[config.mk]
export PLATFORM = sky130hd
export DESIGN_NAME = dvi_init_seq
export DESIGN_NICKNAME = d
export VERILOG_FILES = /design/src/rtl/dvi_init_seq.sv
export SDC_FILE = /design/constraint.sdc
export NUM_CORES = 1
export LEC_CHECK = 0
export BUFFER_PORTS_ARGS = -buffer_cell sky130_fd_sc_hd__buf_2
export CORE_UTILIZATION = 30
export DETAILED_ROUTE_END_ITERATION = 8
export PLACE_DENSITY_LB_ADDON = 0.1
export SYNTH_ARGS = -nofsm -noshare
export SYNTH_HDL_FRONTEND = slang
export SYNTH_SLANG_ARGS = --single-unit
[constraint.sdc]
create_clock -name fbclk -period 3.6 [get_ports fbclk]
set_input_delay 0.18 -clock fbclk [delete_from_list [all_inputs] [get_ports fbclk]]
set_output_delay 0.18 -clock fbclk [all_outputs]
set_load 0.01 [all_outputs]
[src/rtl/dvi_init_seq.sv]
// DVI transmitter power-up sequencer. It pulses the transmitter reset, waits for the part to
// settle, then writes a fixed register table over IIC and finally enables the timing generator.
module dvi_init_seq #(
  parameter int unsigned RST_HOLD      = 16,
  parameter int unsigned POST_RST_WAIT = 1024,
  parameter logic [6:0]  DEV_ADDR      = 7'h76,
  parameter int unsigned MAX_RETRY     = 3
) (
  input  logic       fbclk,
  input  logic       fbclk_rst_cause_b,
  input  logic       start,
  input  logic       reinit,
  output logic       iic_req,
  input  logic       iic_ack,
  input  logic       iic_xfer_done,
  input  logic       iic_nack,
  output logic [6:0] iic_dev_addr,
  output logic [7:0] iic_reg_addr,
  output logic [7:0] iic_wdata,
  output logic       dvi_reset_b,
  output logic       iic_done,
  output logic       tg_enable,
  output logic       init_error,
  output logic [2:0] retry_cnt
);

  typedef enum logic [2:0] {
    StIdle, StRstAssert, StRstWait, StIssue, StWaitXfer, StDone, StError
  } state_e;

  localparam logic [2:0]  LastIdx  = 3'd4;
  localparam logic [15:0] HoldLast = 16'(RST_HOLD - 1);
  localparam logic [15:0] WaitLast = 16'(POST_RST_WAIT - 1);
  localparam logic [2:0]  MaxRetry = 3'(MAX_RETRY);

  state_e      state_q;
  logic [15:0] cnt_q;
  logic [2:0]  idx_q;
  logic        xfer_end;

  assign iic_dev_addr = DEV_ADDR;

  always_comb begin
    iic_reg_addr = 8'h00;
    iic_wdata    = 8'h00;
    case (idx_q)
      3'd0: begin iic_reg_addr = 8'h49; iic_wdata = 8'hC0; end
      3'd1: begin iic_reg_addr = 8'h21; iic_wdata = 8'h09; end
      3'd2: begin iic_reg_addr = 8'h33; iic_wdata = 8'h06; end
      3'd3: begin iic_reg_addr = 8'h34; iic_wdata = 8'h26; end
      3'd4: begin iic_reg_addr = 8'h36; iic_wdata = 8'hA0; end
      default: ;
    endcase
  end

  // A completion arriving with the accept in ISSUE is handled as if already in WAIT_XFER.
  assign xfer_end = iic_xfer_done &
                    ((state_q == StWaitXfer) | ((state_q == StIssue) & iic_ack));

  always_ff @(posedge fbclk or negedge fbclk_rst_cause_b) begin
    if (!fbclk_rst_cause_b) begin
      state_q     <= StIdle;
      cnt_q       <= '0;
      idx_q       <= '0;
      retry_cnt   <= '0;
      iic_req     <= 1'b0;
      dvi_reset_b <= 1'b0;
      iic_done    <= 1'b0;
      tg_enable   <= 1'b0;
      init_error  <= 1'b0;
    end else if ((state_q != StIdle) && !start) begin
      state_q     <= StIdle;
      cnt_q       <= '0;
      idx_q       <= '0;
      retry_cnt   <= '0;
      iic_req     <= 1'b0;
      dvi_reset_b <= 1'b0;
      iic_done    <= 1'b0;
      tg_enable   <= 1'b0;
    end else begin
      case (state_q)
        StIdle: begin
          if (start) begin
            state_q <= StRstAssert;
            cnt_q   <= '0;
          end
        end
        StRstAssert: begin
          if (cnt_q == HoldLast) begin
            state_q     <= StRstWait;
            cnt_q       <= '0;
            dvi_reset_b <= 1'b1;
          end else begin
            cnt_q <= cnt_q + 16'd1;
          end
        end
        StRstWait: begin
          if (cnt_q == WaitLast) begin
            state_q <= StIssue;
            cnt_q   <= '0;
            iic_req <= 1'b1;
          end else begin
            cnt_q <= cnt_q + 16'd1;
          end
        end
        StIssue, StWaitXfer: begin
          if (xfer_end) begin
            if (!iic_nack) begin
              idx_q     <= idx_q + 3'd1;
              retry_cnt <= '0;
              if (idx_q == LastIdx) begin
                state_q   <= StDone;
                iic_req   <= 1'b0;
                iic_done  <= 1'b1;
                tg_enable <= 1'b1;
              end else begin
                state_q <= StIssue;
                iic_req <= 1'b1;
              end
            end else if (retry_cnt < MaxRetry) begin
              retry_cnt <= retry_cnt + 3'd1;
              state_q   <= StIssue;
              iic_req   <= 1'b1;
            end else begin
              state_q    <= StError;
              iic_req    <= 1'b0;
              init_error <= 1'b1;
            end
          end else if ((state_q == StIssue) && iic_ack) begin
            state_q <= StWaitXfer;
            iic_req <= 1'b0;
          end
        end
        StDone, StError: begin
          if (reinit) begin
            state_q     <= StRstAssert;
            cnt_q       <= '0;
            idx_q       <= '0;
            retry_cnt   <= '0;
            dvi_reset_b <= 1'b0;
            iic_done    <= 1'b0;
            tg_enable   <= 1'b0;
            init_error  <= 1'b0;
          end
        end
        default: state_q <= StIdle;
      endcase
    end
  end

endmodule

==> metrics.md <==
| Metric | Value |
|---|---|
| CTS tree | done |
| Worst Setup End Kind | flip-flop |
| Die ar. | roughly 0.0075 mm² |
| Clock buffer depth | 2 |
| Clock share of power | approximately 15% |
| Root Driver | clkbuf_8 |
| Tcrit/Tclk final | 77.8% |
| Worst-path clk slew | approximately 0.070 ns |
| Mapped Area | about 0.0021 mm² |
| Die Y | roughly 86 µm |
| Synth Instances | 260 |
| Largest net degree at the start of global routing | 30 |
| Most frequent cells in the layout | 29 x dfrtp_1, 28 x buf_2, 25 x nand2_1 |
| Total track usage | 14.1% |
| Crit path arrival time | 2.97 ns |
| Die Wd | ~86 µm |
| Maximum clock rate | 0.357 GHz |
| Antenna viol nets, final | 0 |
| RSZ-0062 raised after global routing | no |
| CTS resizes | 0 |
| Post-DP Area | around 0.0023 mm² |
| Synth Flop Type | dfrtp_1 |
| Post-synth EDFFs | 0 |
| Total negative slack | 0 ns |
| Max cap viols | 0 |
| Max Clock Skew | 0.00548 ns |
| WS Path Type | reg -> reg |
| Detail Placement HPWL | roughly 3500 µm |
| Sequential power share | 26.2% |
| Seq/Total Area, Yosys | 34.0% |
| Filler cell count | 780 |
| Int Pwr | about 950 µW |
| Final instance area | 0.00237 mm² |
| Number of nets in the layout | between 200 and 300 |
| Via count | 1828 |
| FF+latch count, synth | 29 |
| Post-synth cell types | 50 |
| Share of async-settable or async-resettable flops after synthesis | 100% |
| Initial antenna violation count | 0 |
| Slew Viols, Final | 0 |
| Drt first-iter violations | ~120 |
| Worst endpoint required time | 3.77 ns |
| DRC | 0 |
| PD cells | between 700 and 800 mW/mm² |
| Antenna fix cells | 0 |
| Syn Area/Cell | around 8.2 µm² |
| # setup viols final | 0 |
| CP startpoint kind | flip-flop |
| Yosys warnings | 0 |
| Total I/O pin count | 38 |
| P&R area growth vs syn | 11.3% |
| Worst vdd ir | roughly 230 µV |
| Cts bufs inserted | 5 |
| Status | complete, no violations |
| Worst slew pin tran | between 0.8 and 0.9 ns |
| Leak pwr | roughly 0.0012 µW |
| DR vias/cell | a little under 5 |
| Vias in the first global route | around 1700 |
| Final Critical Period | 2.80 ns |
| Worst min path class | in -> reg |
| H-Tree Level Count | 2 |
| Combinational Power Share | around 60% |
| Sw power | a little under 800 µW |
| Fin. Hold Viols | 0 |
| Gr ovfl total | 0 |
| Post-Route WL | around 5000 µm |
| Commonest non-fill, non-tap cell in the layout | dfrtp_1 |
| First-pass GRT wire length | between 8000 and 9000 µm |
| Row count | 30 |
| Routed wire per std cell | 12.9 µm |
| Sw frac | 45.5% |
| Later-pin clock latency in the skew report | 0.28 ns |
| Initial core utilization | a little under a third |
| Core area | about 0.0068 mm² |
| Worst Path Max Fanout | 25 |
| Clk sinks | 29 |
| Max_slew headroom | 43.3% |
| Final GP Congestion | between 0.8 and 0.9 |
| PortBufs | 28 |
| DRT Pass-1 Iters | 4 |
| Share of post-route cells with drive strength above 1 | approximately 17% |
[synthesized netlist by cell type (4+ instances only)]
cell type  count  area share (%)
nor3_1         5             1.2
nor2_1        24             4.2
clkbuf_1      10             1.8
o21ai_0       13             3.0
nand2_1       25             4.4
mux2i_1        4             1.9
a21oi_1       14             3.3
nor2b_1        4             1.2
ha_1           7             4.1
nand3_1       14             3.3
a21o_1         7             2.5
inv_1         13             2.3
a22o_1         5             2.1
nand4_1        4             1.2
nand2b_1       6             1.8
o31ai_1        4             1.4
buf_4         15             5.3
dfrtp_1       29              34
[layer usage]
layer	routed length (µm)	GRT usage [%]	vias up
met4	35	4.55	0
met3	177	3.43	4
li1	-	-	942
met5	0	0	-
met1	2410	18.4	852
met2	2250	22.9	30
[logic make-up after synthesis]
| group | synth area share, % |
|---|---|
| muxes | 3.46 |
| adders and majority gates | 4.10 |
| buffers and inverters | 9.85 |
| AOI/OAI and AO/OA | 18.3 |
| and+or+nand+nor | 27.4 |
| other | 0.352 |
| DFF | 34.0 |
| xor gates and xnor gates | 2.46 |
[layout make-up]
cell class | count | area, µm² | share of cell area (%)
Inverter | 13 | 48.8 | 2.05
Multi-Input combinational cell | 199 | 1220 | 51.6
Tap cell | 96 | 120 | 5.06
Clock buffer | 6 | 72.6 | 3.06
Timing Repair Buffer | 32 | 173 | 7.27
Sequential cell | 29 | 726 | 30.6
Clock inverter | 2 | 10.0 | 0.421
[repair_timing]
action                    CTS  global route
setup buffers               0             0
hold endpoints to repair   29             0
hold buffers                1             0
[worst paths after layout]
| check | startpoint | endpoint | slack, ns | cells after the start |
|---|---|---|---|---|
| worst max register to register | cnt_q[12] | state_q[2] | 0.80 | 5 |
| min in group asynchronous | fbclk_rst_cause_b | retry_cnt[0] | 0.46 | 2 |
| worst max-delay path | cnt_q[12] | state_q[2] | 0.80 | 5 |
| max in group asynchronous | fbclk_rst_cause_b | cnt_q[10] | 2.70 | 2 |
| worst min-delay path | iic_nack | retry_cnt[0] | 0.20 | 3 |
| worst min register to register | init_error | init_error | 0.50 | 2 |
[flip-flops by register name (all words and copies together), names as in the netlist]
name         cells
iic_req          1
state_q          3
dvi_reset_b      1
tg_enable        1
idx_q            3
init_error       1
cnt_q           16
retry_cnt        3
[power by group through the flow]
stage	sequential [µW]	clock (µW)	combinational [µW]
after floorplan	464	0	809
after global placement	466	0	1040
after detailed placement	466	0	1040
after CTS	460	276	1040
after global routing	471	291	1160
final	458	262	1030
[per-stage QoR]
| step | hold WS, ns | std cells | utilization [%] | worst slack [ns] | power (µW) |
|---|---|---|---|---|---|
| finish | 0.202 | 377 | 34.8 | 0.798 | 1750 |
| global route | 0.213 | 377 | 34.8 | 0.637 | 1930 |
| CTS | 0.194 | 377 | 34.8 | 0.797 | 1780 |
| detailed placement | 0.269 | 368 | 33.4 | 0.816 | 1500 |
| global placement | 0.266 | 368 | 33.4 | 0.831 | 1510 |
| floorplan | -0.116 | 267 | - | 1.23 | 1270 |
[critical path, cell delays in order, from the launching register on]
cell and delay [ns]:
dfrtp_1 0.43, or4_1 0.53, or4_4 0.45, a221o_1 0.66, nor2b_2 0.27, mux2_2 0.35
Note: power is estimated with default switching activity, not from simulation.
